===== src/rtl/mem_stage_lsu.sv =====
// Memory-stage load/store unit: turns one MEM-stage load or store into a req/ack
// transaction, stalls the pipeline while it is in flight and formats load data.
module mem_stage_lsu #(
   parameter int TIMEOUT_CYCLES = 255,
   parameter int CNT_W          = 8
) (
   input  logic        iClk,
   input  logic        iRstN,
   input  logic        iMemReadM,
   input  logic        iMemWriteM,
   input  logic [2:0]  iFunct3M,
   input  logic [31:0] iALUOutM,
   input  logic [31:0] iWriteDataM,
   output logic [31:0] oReadDataM,
   output logic        oStallM,
   output logic        oMisalignM,
   output logic        oBusErrM,
   output logic        oMemReq,
   output logic        oMemWe,
   output logic [31:0] oMemAddr,
   output logic [31:0] oMemWData,
   output logic [3:0]  oMemBe,
   input  logic        iMemAck,
   input  logic [31:0] iMemRData
);

   typedef enum logic [1:0] {IDLE, BUSY, DONE} state_t;

   localparam bit               TIMEOUT_EN   = (TIMEOUT_CYCLES != 0);
   localparam logic [CNT_W-1:0] TIMEOUT_LAST = CNT_W'(TIMEOUT_EN ? TIMEOUT_CYCLES - 1 : 0);

   state_t           state;
   logic [CNT_W-1:0] cnt;
   logic [2:0]       funct3_q;
   logic [1:0]       lane_q;

   logic             access;
   logic             fault;
   logic             start;
   logic [3:0]       be_d;
   logic [31:0]      wdata_d;

   function automatic logic [31:0] fmt_load(input logic [2:0]  f3,
                                            input logic [1:0]  lane,
                                            input logic [31:0] word);
      logic [31:0] sh;
      sh = word >> {lane, 3'b000};
      case (f3)
         3'b000:  return {{24{sh[7]}}, sh[7:0]};
         3'b001:  return {{16{sh[15]}}, sh[15:0]};
         3'b100:  return {24'h0, sh[7:0]};
         3'b101:  return {16'h0, sh[15:0]};
         default: return word;
      endcase
   endfunction

   // NOTE: every signal driven here gets a value on every path, so no latch is inferred.
   always_comb begin
      access = iMemReadM | iMemWriteM;
      case (iFunct3M)
         3'b000, 3'b100: fault = 1'b0;
         3'b001, 3'b101: fault = iALUOutM[0];
         3'b010:         fault = |iALUOutM[1:0];
         default:        fault = 1'b1;
      endcase
      start = (state == IDLE) && access && !fault;
   end

   // Stores pick their lanes from the low address bits; loads always fetch the whole word.
   always_comb begin
      be_d    = 4'b1111;
      wdata_d = iWriteDataM;
      if (iMemWriteM) begin
         case (iFunct3M[1:0])
            2'b00: begin
               be_d    = 4'b0001 << iALUOutM[1:0];
               wdata_d = {4{iWriteDataM[7:0]}};
            end
            2'b01: begin
               be_d    = iALUOutM[1] ? 4'b1100 : 4'b0011;
               wdata_d = {2{iWriteDataM[15:0]}};
            end
            default: ;
         endcase
      end
   end

   // Reset gates the combinational flags so nothing upstream is held while in reset.
   assign oStallM    = iRstN & (start | (state == BUSY));
   assign oMisalignM = iRstN & (state == IDLE) & access & fault;

   // NOTE: sequential state uses non-blocking assignments so all registers update together.
   always_ff @(posedge iClk or negedge iRstN) begin
      if (!iRstN) begin
         state      <= IDLE;
         cnt        <= '0;
         funct3_q   <= '0;
         lane_q     <= '0;
         oReadDataM <= '0;
         oBusErrM   <= 1'b0;
         oMemReq    <= 1'b0;
         oMemWe     <= 1'b0;
         oMemAddr   <= '0;
         oMemWData  <= '0;
         oMemBe     <= '0;
      end else begin
         case (state)
            IDLE: begin
               if (start) begin
                  oMemReq   <= 1'b1;
                  oMemWe    <= iMemWriteM;
                  oMemAddr  <= {iALUOutM[31:2], 2'b00};
                  oMemBe    <= be_d;
                  oMemWData <= wdata_d;
                  funct3_q  <= iFunct3M;
                  lane_q    <= iALUOutM[1:0];
                  cnt       <= '0;
                  state     <= BUSY;
               end
            end
            BUSY: begin
               cnt <= cnt + CNT_W'(1);
               // An ack in the last allowed cycle still completes normally.
               if (iMemAck) begin
                  oMemReq <= 1'b0;
                  if (!oMemWe) oReadDataM <= fmt_load(funct3_q, lane_q, iMemRData);
                  state   <= DONE;
               end else if (TIMEOUT_EN && cnt == TIMEOUT_LAST) begin
                  oMemReq    <= 1'b0;
                  oReadDataM <= '0;
                  oBusErrM   <= 1'b1;
                  state      <= DONE;
               end
            end
            DONE: begin
               oBusErrM <= 1'b0;
               cnt      <= '0;
               state    <= IDLE;
            end
            default: state <= IDLE;
         endcase
      end
   end

endmodule


===== config.mk =====
export PLATFORM = sky130hd
export DESIGN_NAME = mem_stage_lsu
export DESIGN_NICKNAME = d
export VERILOG_FILES = /design/src/rtl/mem_stage_lsu.sv
export SDC_FILE = /design/constraint.sdc
export NUM_CORES = 1
export LEC_CHECK = 0
export CAP_MARGIN = 0
export CELL_PAD_IN_SITES_DETAIL_PLACEMENT = 0
export CELL_PAD_IN_SITES_GLOBAL_PLACEMENT = 1
export CORE_MARGIN = 5
export CORE_UTILIZATION = 31
export CTS_BUF_LIST = sky130_fd_sc_hd__clkbuf_8 sky130_fd_sc_hd__clkbuf_16
export DETAILED_ROUTE_END_ITERATION = 10
export PLACE_DENSITY_LB_ADDON = 0.1
export SLEW_MARGIN = 20
export SYNTH_ARGS = -nofsm -noshare
export SYNTH_HDL_FRONTEND = slang
export SYNTH_SLANG_ARGS = --single-unit

===== constraint.sdc =====
create_clock -name iClk -period 1.7 [get_ports iClk]
set_input_delay 0.425 -clock iClk [delete_from_list [all_inputs] [get_ports iClk]]
set_output_delay 0.425 -clock iClk [all_outputs]
set_load 0.05 [all_outputs]

Yosys cells after proc, flatten, opt, wreduce, memory -nomap -nowiden
Index checks and enable logic that the tools add are counted.

word-level totals
  register bits = 116
  output and inout port bits = 105

cells by class
  bitwise gates (word level) = 6
  $add $sub $neg = 1
  reductions and logical operators = 20
  equality and inequality tests = 16
  shifts and indexed selects = 2
  multiplexer cells = 23

operator list
  operator                                                                count
  32-bit 2-to-1 mux                                                       4
  32-bit one-hot mux with 4 select lines                                  1
  32-bit one-hot mux with 2 select lines                                  1
  32-bit by 5-bit >> shifter with 16-bit output                           1
  8-bit one-hot mux with 3 select lines                                   1
  3-bit equality test (second input constant)                             4
  3-bit AND reduction                                                     3
  8-bit by 1-bit adder with 8-bit output (second input constant)          1
  8-bit equality test (second input constant)                             1
  4-bit 2-to-1 mux                                                        2
  8-bit 2-to-1 mux                                                        1
  4-bit one-hot mux with 2 select lines                                   1
  3-bit by 1-bit equality test with 1-bit output (second input constant)  2
  3-bit zero test                                                         2
  2-bit 2-to-1 mux                                                        3
  2-bit != test (second input constant)                                   3
  2-bit AND reduction                                                     3
  2-bit nonzero test                                                      3
  2-bit OR reduction                                                      3
  1-bit 2-to-1 mux                                                        5
  1-bit AND                                                               4
  2-bit by 1-bit equality test with 1-bit output (second input constant)  2
  2-bit zero test                                                         2
  1-bit one-hot mux with 2 select lines                                   2
  11 further kinds                                                        13

Longest topological paths before layout
Gate-level depths: netlist of the first run.

  depth in word-level cells = 7
  gate-level depth with buffers = 7

Worst setup path after synthesis of the first run
Ideal clock, no wire load.

  path kind = input to output
  start point = in iALUOutM[0]
  end point = out oStallM
  setup slack = -1017 ps
  buffers on the path = 1
  stages = 4
  arrival time = 2292 ps
  path through = nor4_4 > o221ai_4 > buf_2 > a21boi_0

on the way
  word-level cells in the longest chain between the ends = 6

RTL lines
  what                                       line  text
  start, declared                            12    input logic [31:0] iALUOutM,
  2-bit OR reduction                         63    3'b010: fault = |iALUOutM[1:0];
  1-bit one-hot mux with 3 select lines (*)  60    case (iFunct3M)
  1-bit zero test (*)                        66    start = (state == IDLE) && access && !fault;
  1-bit logical AND (*)                      66
  1-bit OR (*)                               89    assign oStallM = iRstN & (start | (state == BUSY));
  1-bit AND (*)                              89
  end, declared                              15    output logic oStallM,

Mark *: on every way between the ends. The rest lies on a longest branch, timed or not.

Worst setup path after layout of the first run
  start point = reg state[0]
  end point = out oStallM

on the way
  word-level cells in the longest chain between the ends = 5
  elaborated cells between the ends (all ways) = 6

RTL lines
  what                             line  text
  start, declared                  32    state_t state;
  start signal, assigned           95    state <= IDLE;
  start signal, assigned           118   state <= BUSY;
  start signal, assigned           127   state <= DONE;
  2-bit zero test                  66
  1-bit logical AND (2 in series)  66
  1-bit OR (*)                     89
  1-bit AND (*)                    89

Marks and branches as above.

==> out/summary.txt, run 1 <==
DRC: 0
Skew-Pair Late Insertion Delay: 0.41 ns
Max Transition Viols Final: 0
Via-per-instance ratio: 4.86
Routed wire per std cell: 17.8 µm
Nets: 852
Setup WS post-layout: -0.226 ns
Total power draw: 17.2 mW
Share of cells above drive strength 1: 34.4%
Share of the synthesized area in the top cell type: 51.7%
Max Cap Viol: 0
Vias in the first global route: 4993
Fin Setup TNS: -4.31 ns
PD cells: 1890 nW/µm²
Predominant post-synthesis flop cell: dfrtp_1
Global route overflow: 0
RePlAce Congestion: 0.810
Die ar.: 20900 µm²
Finish-stage setup viols: 62
Total GRT Usage: 17.0%
Setup crit start kind: register
Worst Path Arrival: 1.50 ns
Fillers: 1607
Failing checks: setup timing
Sink Count: 116
Mapped Cells: 486
Multi-input logic area: 2520 µm²
Synth unique cells: 53
DRT antenna net count: 0
Reg2Reg Setup Slack: -0.14 ns
Seq/Total Area, Yosys: 51.7%
Worst slew pin tran: 0.621 ns
Core Util, Final: 50.8%
Die X: 145 µm
Routed via count: 4797
Syn_area_per_cell: 11.5 µm²
Largest net degree at the start of global routing: 117
FF/Latch Area: 2910 µm²
Top post-synthesis cells by area: dfrtp_1, mux2_4, mux2i_1
First-pass DRT Iterations: 4
RSZ-0062 raised after global routing: yes
CTS tree: done
Final Skew: 0.00705 ns
Die height: 145 µm
Worst Hold Class: primary input to async pin
Post-synth EDFFs: 0
Crit Path Class: register to output pin
Setup crit end kind: output pin
Max Fclk: 519 MHz
Clock Path Buffers: 2
Leakage power: 4.30 nW
Slew Limit Headroom: 58.6%
Root Buffer: clkbuf_16
H-Tree Depth: 4
Peak supply drop: 0.00104 V
Hold buffer count at CTS: 0
Initial antenna violation count: 2
Leading area contributor after synthesis: dfrtp_1
I/O Pins: 209
Input/output buffers: 206
Yosys warnings: 0
Commonest cells in the netlist: dfrtp_1, nand2_1, o21ai_0
Count leader, synth: dfrtp_1
Place WS: -0.753 ns
Status: finished with violations
Worst-path fanout max: 3
Critical Path RT: 1.27 ns
1st-iter DRT viols: 219
DP HPWL: 12900 µm
#FFs+latches synth: 116
ANT cells: 0
CTS buffer count: 17
Final min period: 1.93 ns
Clock transition at path regs: 0.05 ns
Fin crit share: 113%
Synth Cell Area: 5610 µm²
Initial Util: 31.3%
Core Area: 17900 µm²
Total Wirelength: 17500 µm
Area growth, synth to finish: 62.0%
FFs w/ async S/R, synth: 100%
Global-route wire length before repair: 27200 µm
Placement Rows: 49
Final-report hold violation count: 0
-- worst max-delay path: stages (launching register included) --
cell	delay, ns
dfrtp_1	0.40
nor2_2	0.11
buf_6	0.12
o221ai_4	0.11
a21boi_4	0.18
buf_6	0.17
-- per-layer routing --
metal,vias up,global-route usage (%),part of all wire [%]
met5,-,0,0.15
met4,4,4.57,0.94
met3,16,6.45,8.9
met2,164,25.8,46
met1,2323,22.8,44
li1,2290,-,-
-- area by class of cell --
type                    count  area share (%)
clock inverters            12            1.25
inverters                   9           0.372
clock buffers              20            5.13
repair buffers            277            30.4
flip-flops and latches    116            32.0
multi-input cells         325            27.7
well taps                 229            3.15
-- worst paths after layout --
kind	startpoint	endpoint	depth (start not counted)
max	state[0]$_DFFE_PN0P_	oStallM	5
min reg2reg	oMemWData[13]$_DFFE_PN0P_	oMemWData[13]$_DFFE_PN0P_	2
min in group iClk	iMemRData[23]	oReadDataM[23]$_DFFE_PN0P_	3
max in group asynchronous	iRstN	oMemWe$_DFFE_PN0P_	2
min	iRstN	lane_q[0]$_DFFE_PN0P_	2
max reg2reg	state[0]$_DFFE_PN0P_	cnt[4]$_DFFE_PN0P_	9
-- state kept, by name, summed over array words and instances, names as in the netlist, 2 cells and up --
register    count
funct3_q        3
oReadDataM     32
oMemAddr       30
oMemWData      32
state           2
oMemBe          4
cnt             8
lane_q          2
-- cell families (layout without fill, tap and decap cells) --
kind of cell,after synthesis,count (layout),share of synthesized area [%]
compound gates,138,138,16.7
flops,116,116,51.7
simple gates,106,106,9.25
mux,77,77,17.1
buf+inv,46,318,4.73
fa+ha+maj,2,2,0.446
other cells,1,2,0.0668
-- per-stage QoR --
| stage | std cells | hold WS (ns) | area (µm²) |
|---|---|---|---|
| final | 988 | 0.176 | 9090 |
| after global routing | 988 | 0.222 | 9090 |
| after detailed placement | 949 | 0.478 | 8380 |
| after global placement | 949 | 0.467 | 8380 |
| after CTS | 983 | 0.197 | 9000 |
| after floorplan | 487 | 0.129 | 5640 |
-- placed cells by master (no fill, tap or decap), types with 14 or more instances in the layout --
cell,synthesis,final
mux2_4,30,30
o21ai_0,46,41
a21oi_1,16,14
mux2i_1,33,33
clkbuf_16,0,17
a22oi_1,16,16
buf_4,6,135
dfrtp_1,116,114
nor2_1,15,14
clkdlybuf4s50_1,0,93
nand2_1,57,55
buf_12,0,33
-- power by group --
group / leakage, nW / switching (mW) / internal, mW
clock network: 0.291 / 1.25 / 2.24
logic: 2.58 / 5.39 / 3.66
registers: 1.42 / 0.823 / 3.83
-- what timing repair did --
action,CTS,global route
buffers inserted,2,6
gates resized for setup,17,29
endpoints found under the setup margin,88,33
pin swaps,3,4
(Power assumes the default switching activity.)
==> run 2: changes to the inputs <==
--- a/config.mk
+++ b/config.mk
@@ -5,12 +5,11 @@
 export SDC_FILE = /design/constraint.sdc
 export NUM_CORES = 1
 export LEC_CHECK = 0
-export CAP_MARGIN = 0
+export CAP_MARGIN = 20
 export CELL_PAD_IN_SITES_DETAIL_PLACEMENT = 0
 export CELL_PAD_IN_SITES_GLOBAL_PLACEMENT = 1
 export CORE_MARGIN = 5
 export CORE_UTILIZATION = 31
-export CTS_BUF_LIST = sky130_fd_sc_hd__clkbuf_8 sky130_fd_sc_hd__clkbuf_16
 export DETAILED_ROUTE_END_ITERATION = 10
 export PLACE_DENSITY_LB_ADDON = 0.1
 export SLEW_MARGIN = 20
==> run 2 against run 1 <==
- the run still ends with setup timing left
- worst setup slack hardly changed
- critical path depth stayed put
- clock power hardly changed
- clock skew hardly changed
- clock-buffer cell count is 3 higher
- non-clock buffer count stayed put
- sequential power hardly changed
- first-iteration DRC count stayed put
- largest cell class unchanged
==> out/summary.txt, run 2 (synthesized netlist as in run 1, its figures left out) <==
Status: finished with violations (unchanged)
Failing checks: setup timing (unchanged)
Leakage power: 4.28 nW (was 4.30 nW)
Hold buffer count at CTS: 0 (unchanged)
Finished Layout Cells: 988 (unchanged)
Final Skew: 0.00705 ns (about the same)
Skew-Pair Late Insertion Delay: 0.41 ns (about the same)
Critical Path RT: 1.27 ns (about the same)
Worst slew pin tran: 0.621 ns (about the same)
Final-report hold violation count: 0 (unchanged)
Routed wire per std cell: 17.7 µm (was 17.8 µm)
Most used cell, CP: buf_6 (unchanged)
Nets: 852 (unchanged)
Routed via count: 4806 (was 4797)
Setup WS post-layout: -0.226 ns (about the same)
Via-per-instance ratio: 4.86 (about the same)
Total GRT Usage: 17.0% (unchanged)
1st-iter DRT viols: 219 (unchanged)
I/O Pins: 209 (unchanged)
ANT cells: 0 (unchanged)
Placement Rows: 49 (unchanged)
Fin Setup TNS: -4.31 ns (about the same)
Root Buffer: clkbuf_16 (unchanged)
DRC: 0 (unchanged)
Final min period: 1.93 ns (about the same)
Area growth, synth to finish: 62.0% (unchanged)
Initial Util: 31.3% (unchanged)
RSZ-0062 raised after global routing: yes (unchanged)
CP cell instances: nor2_2 -> buf_6 -> o221ai_4 -> a21boi_4 -> buf_6 (unchanged)
Core Util, Final: 50.8% (unchanged)
Fin crit share: 113% (about the same)
Share of cells above drive strength 1: 34.4% (unchanged)
Initial antenna violation count: 2 (unchanged)
Max Transition Viols Final: 0 (unchanged)
Finish-stage setup viols: 62 (unchanged)
Post-DP Area: 8380 µm² (unchanged)
Sink Count: 116 (unchanged)
Largest net degree at the start of global routing: 117 (unchanged)
Max Cap Viol: 0 (unchanged)
Worst-path fanout max: 3 (unchanged)
Global route overflow: 0 (unchanged)
Most common cell after layout, fill and taps aside: buf_4 (unchanged)
Worst Path Arrival: 1.50 ns (about the same)
Top flop regs: oMemWData x32, oReadDataM x32, oMemAddr x30 (unchanged)
DRT antenna net count: 0 (unchanged)
Slew Limit Headroom: 58.6% (about the same)
Max Fclk: 519 MHz (about the same)
Commonest cells after routing, fill and taps aside: buf_4, dfrtp_1, clkdlybuf4s50_1 (unchanged)
First-pass DRT Iterations: 4 (unchanged)
Worst Hold Class: primary input to async pin (unchanged)
Setup crit start kind: register (unchanged)
Die X: 145 µm (unchanged)
Vias in the first global route: 4993 (unchanged)
DP HPWL: 12900 µm (unchanged)
CTS tree: done (unchanged)
Global-route wire length before repair: 27200 µm (unchanged)
Clock transition at path regs: 0.05 ns (about the same)
Total Wirelength: 17500 µm (about the same)
CP peak stage delay: 0.40 ns (about the same)
Core Area: 17900 µm² (unchanged)
Setup crit end kind: output pin (unchanged)
Final Cell Area: 9090 µm² (unchanged)
Placed Instances: 949 (unchanged)
Die height: 145 µm (unchanged)
Crit Path Class: register to output pin (unchanged)
Die ar.: 20900 µm² (unchanged)
RePlAce Congestion: 0.810 (unchanged)
H-Tree Depth: 4 (unchanged)
CTS buffer count: 17 (unchanged)
PD cells: 1890 nW/µm² (about the same)
Peak supply drop: 0.00104 V (about the same)
CP max-delay cell: dfrtp_1 (unchanged)
Input/output buffers: 206 (unchanged)
Clock Path Buffers: 2 (unchanged)
## run 2: path summary, 6_finish.rpt
kind | start | end | slack [ns] | depth (start not counted)
setup / recovery | state[0]$_DFFE_PN0P_ | oStallM | -0.23 | 5
hold / removal | iRstN | lane_q[0]$_DFFE_PN0P_ | 0.18 | 2
setup reg to reg | state[0]$_DFFE_PN0P_ | cnt[4]$_DFFE_PN0P_ | -0.14 | 9
hold reg to reg | oMemWData[13]$_DFFE_PN0P_ | oMemWData[13]$_DFFE_PN0P_ | 0.49 | 2
max in group asynchronous | iRstN | oMemWe$_DFFE_PN0P_ | 1.08 | 2
min in group iClk | iMemRData[23] | oReadDataM[23]$_DFFE_PN0P_ | 0.40 | 3
## run 2: repair_timing
| action | CTS | global route |
|---|---|---|
| pin swaps | 3 | 4 |
| gates resized for setup | 17 | 29 |
| hold endpoints to repair | 0 | 0 |
| endpoints found under the setup margin | 88 | 33 |
| buffers inserted | 2 | 6 |
## run 2: final cells by class
type / count / area [µm²]
well taps: 229 / 287
repair buffers: 277 / 2770
inverters: 9 / 33.8
flip-flops and latches: 116 / 2910
multi-input cells: 325 / 2520
clock buffers: 23 / 478
fillers: 1607 / 8810
clock inverters: 9 / 103
## run 2: layer usage
layer,track usage (%),vias up,share of wire [%]
li1,-,2289,-
met1,22.8,2328,43
met2,25.8,169,46
met3,6.45,16,9.5
met4,4.57,4,0.94
met5,0,-,0.15
## run 2: power by group
| part | leakage [nW] | internal (mW) | switching (mW) |
|---|---|---|---|
| combinational | 2.58 | 3.66 | 5.39 |
| clock | 0.279 | 2.26 | 1.25 |
| sequential | 1.42 | 3.83 | 0.822 |
## run 2: critical path, delay by kind of cell, from the launching register on
| family | cells | cell delay (ns) |
|---|---|---|
| DFF | 1 | 0.40 |
| AOI/OAI and AO/OA | 2 | 0.29 |
| buffers and inverters | 2 | 0.29 |
| and+or+nand+nor | 1 | 0.11 |
## run 2: through the flow
stage               hold WS [ns]  setup WS (ns)  power [mW]
finish                     0.176         -0.226        17.2
global route               0.222         -0.313        18.1
CTS                        0.197         -0.277        17.3
detailed placement         0.478         -0.753        13.7
global placement           0.467         -0.672        13.6
floorplan                  0.129         -0.261        9.92
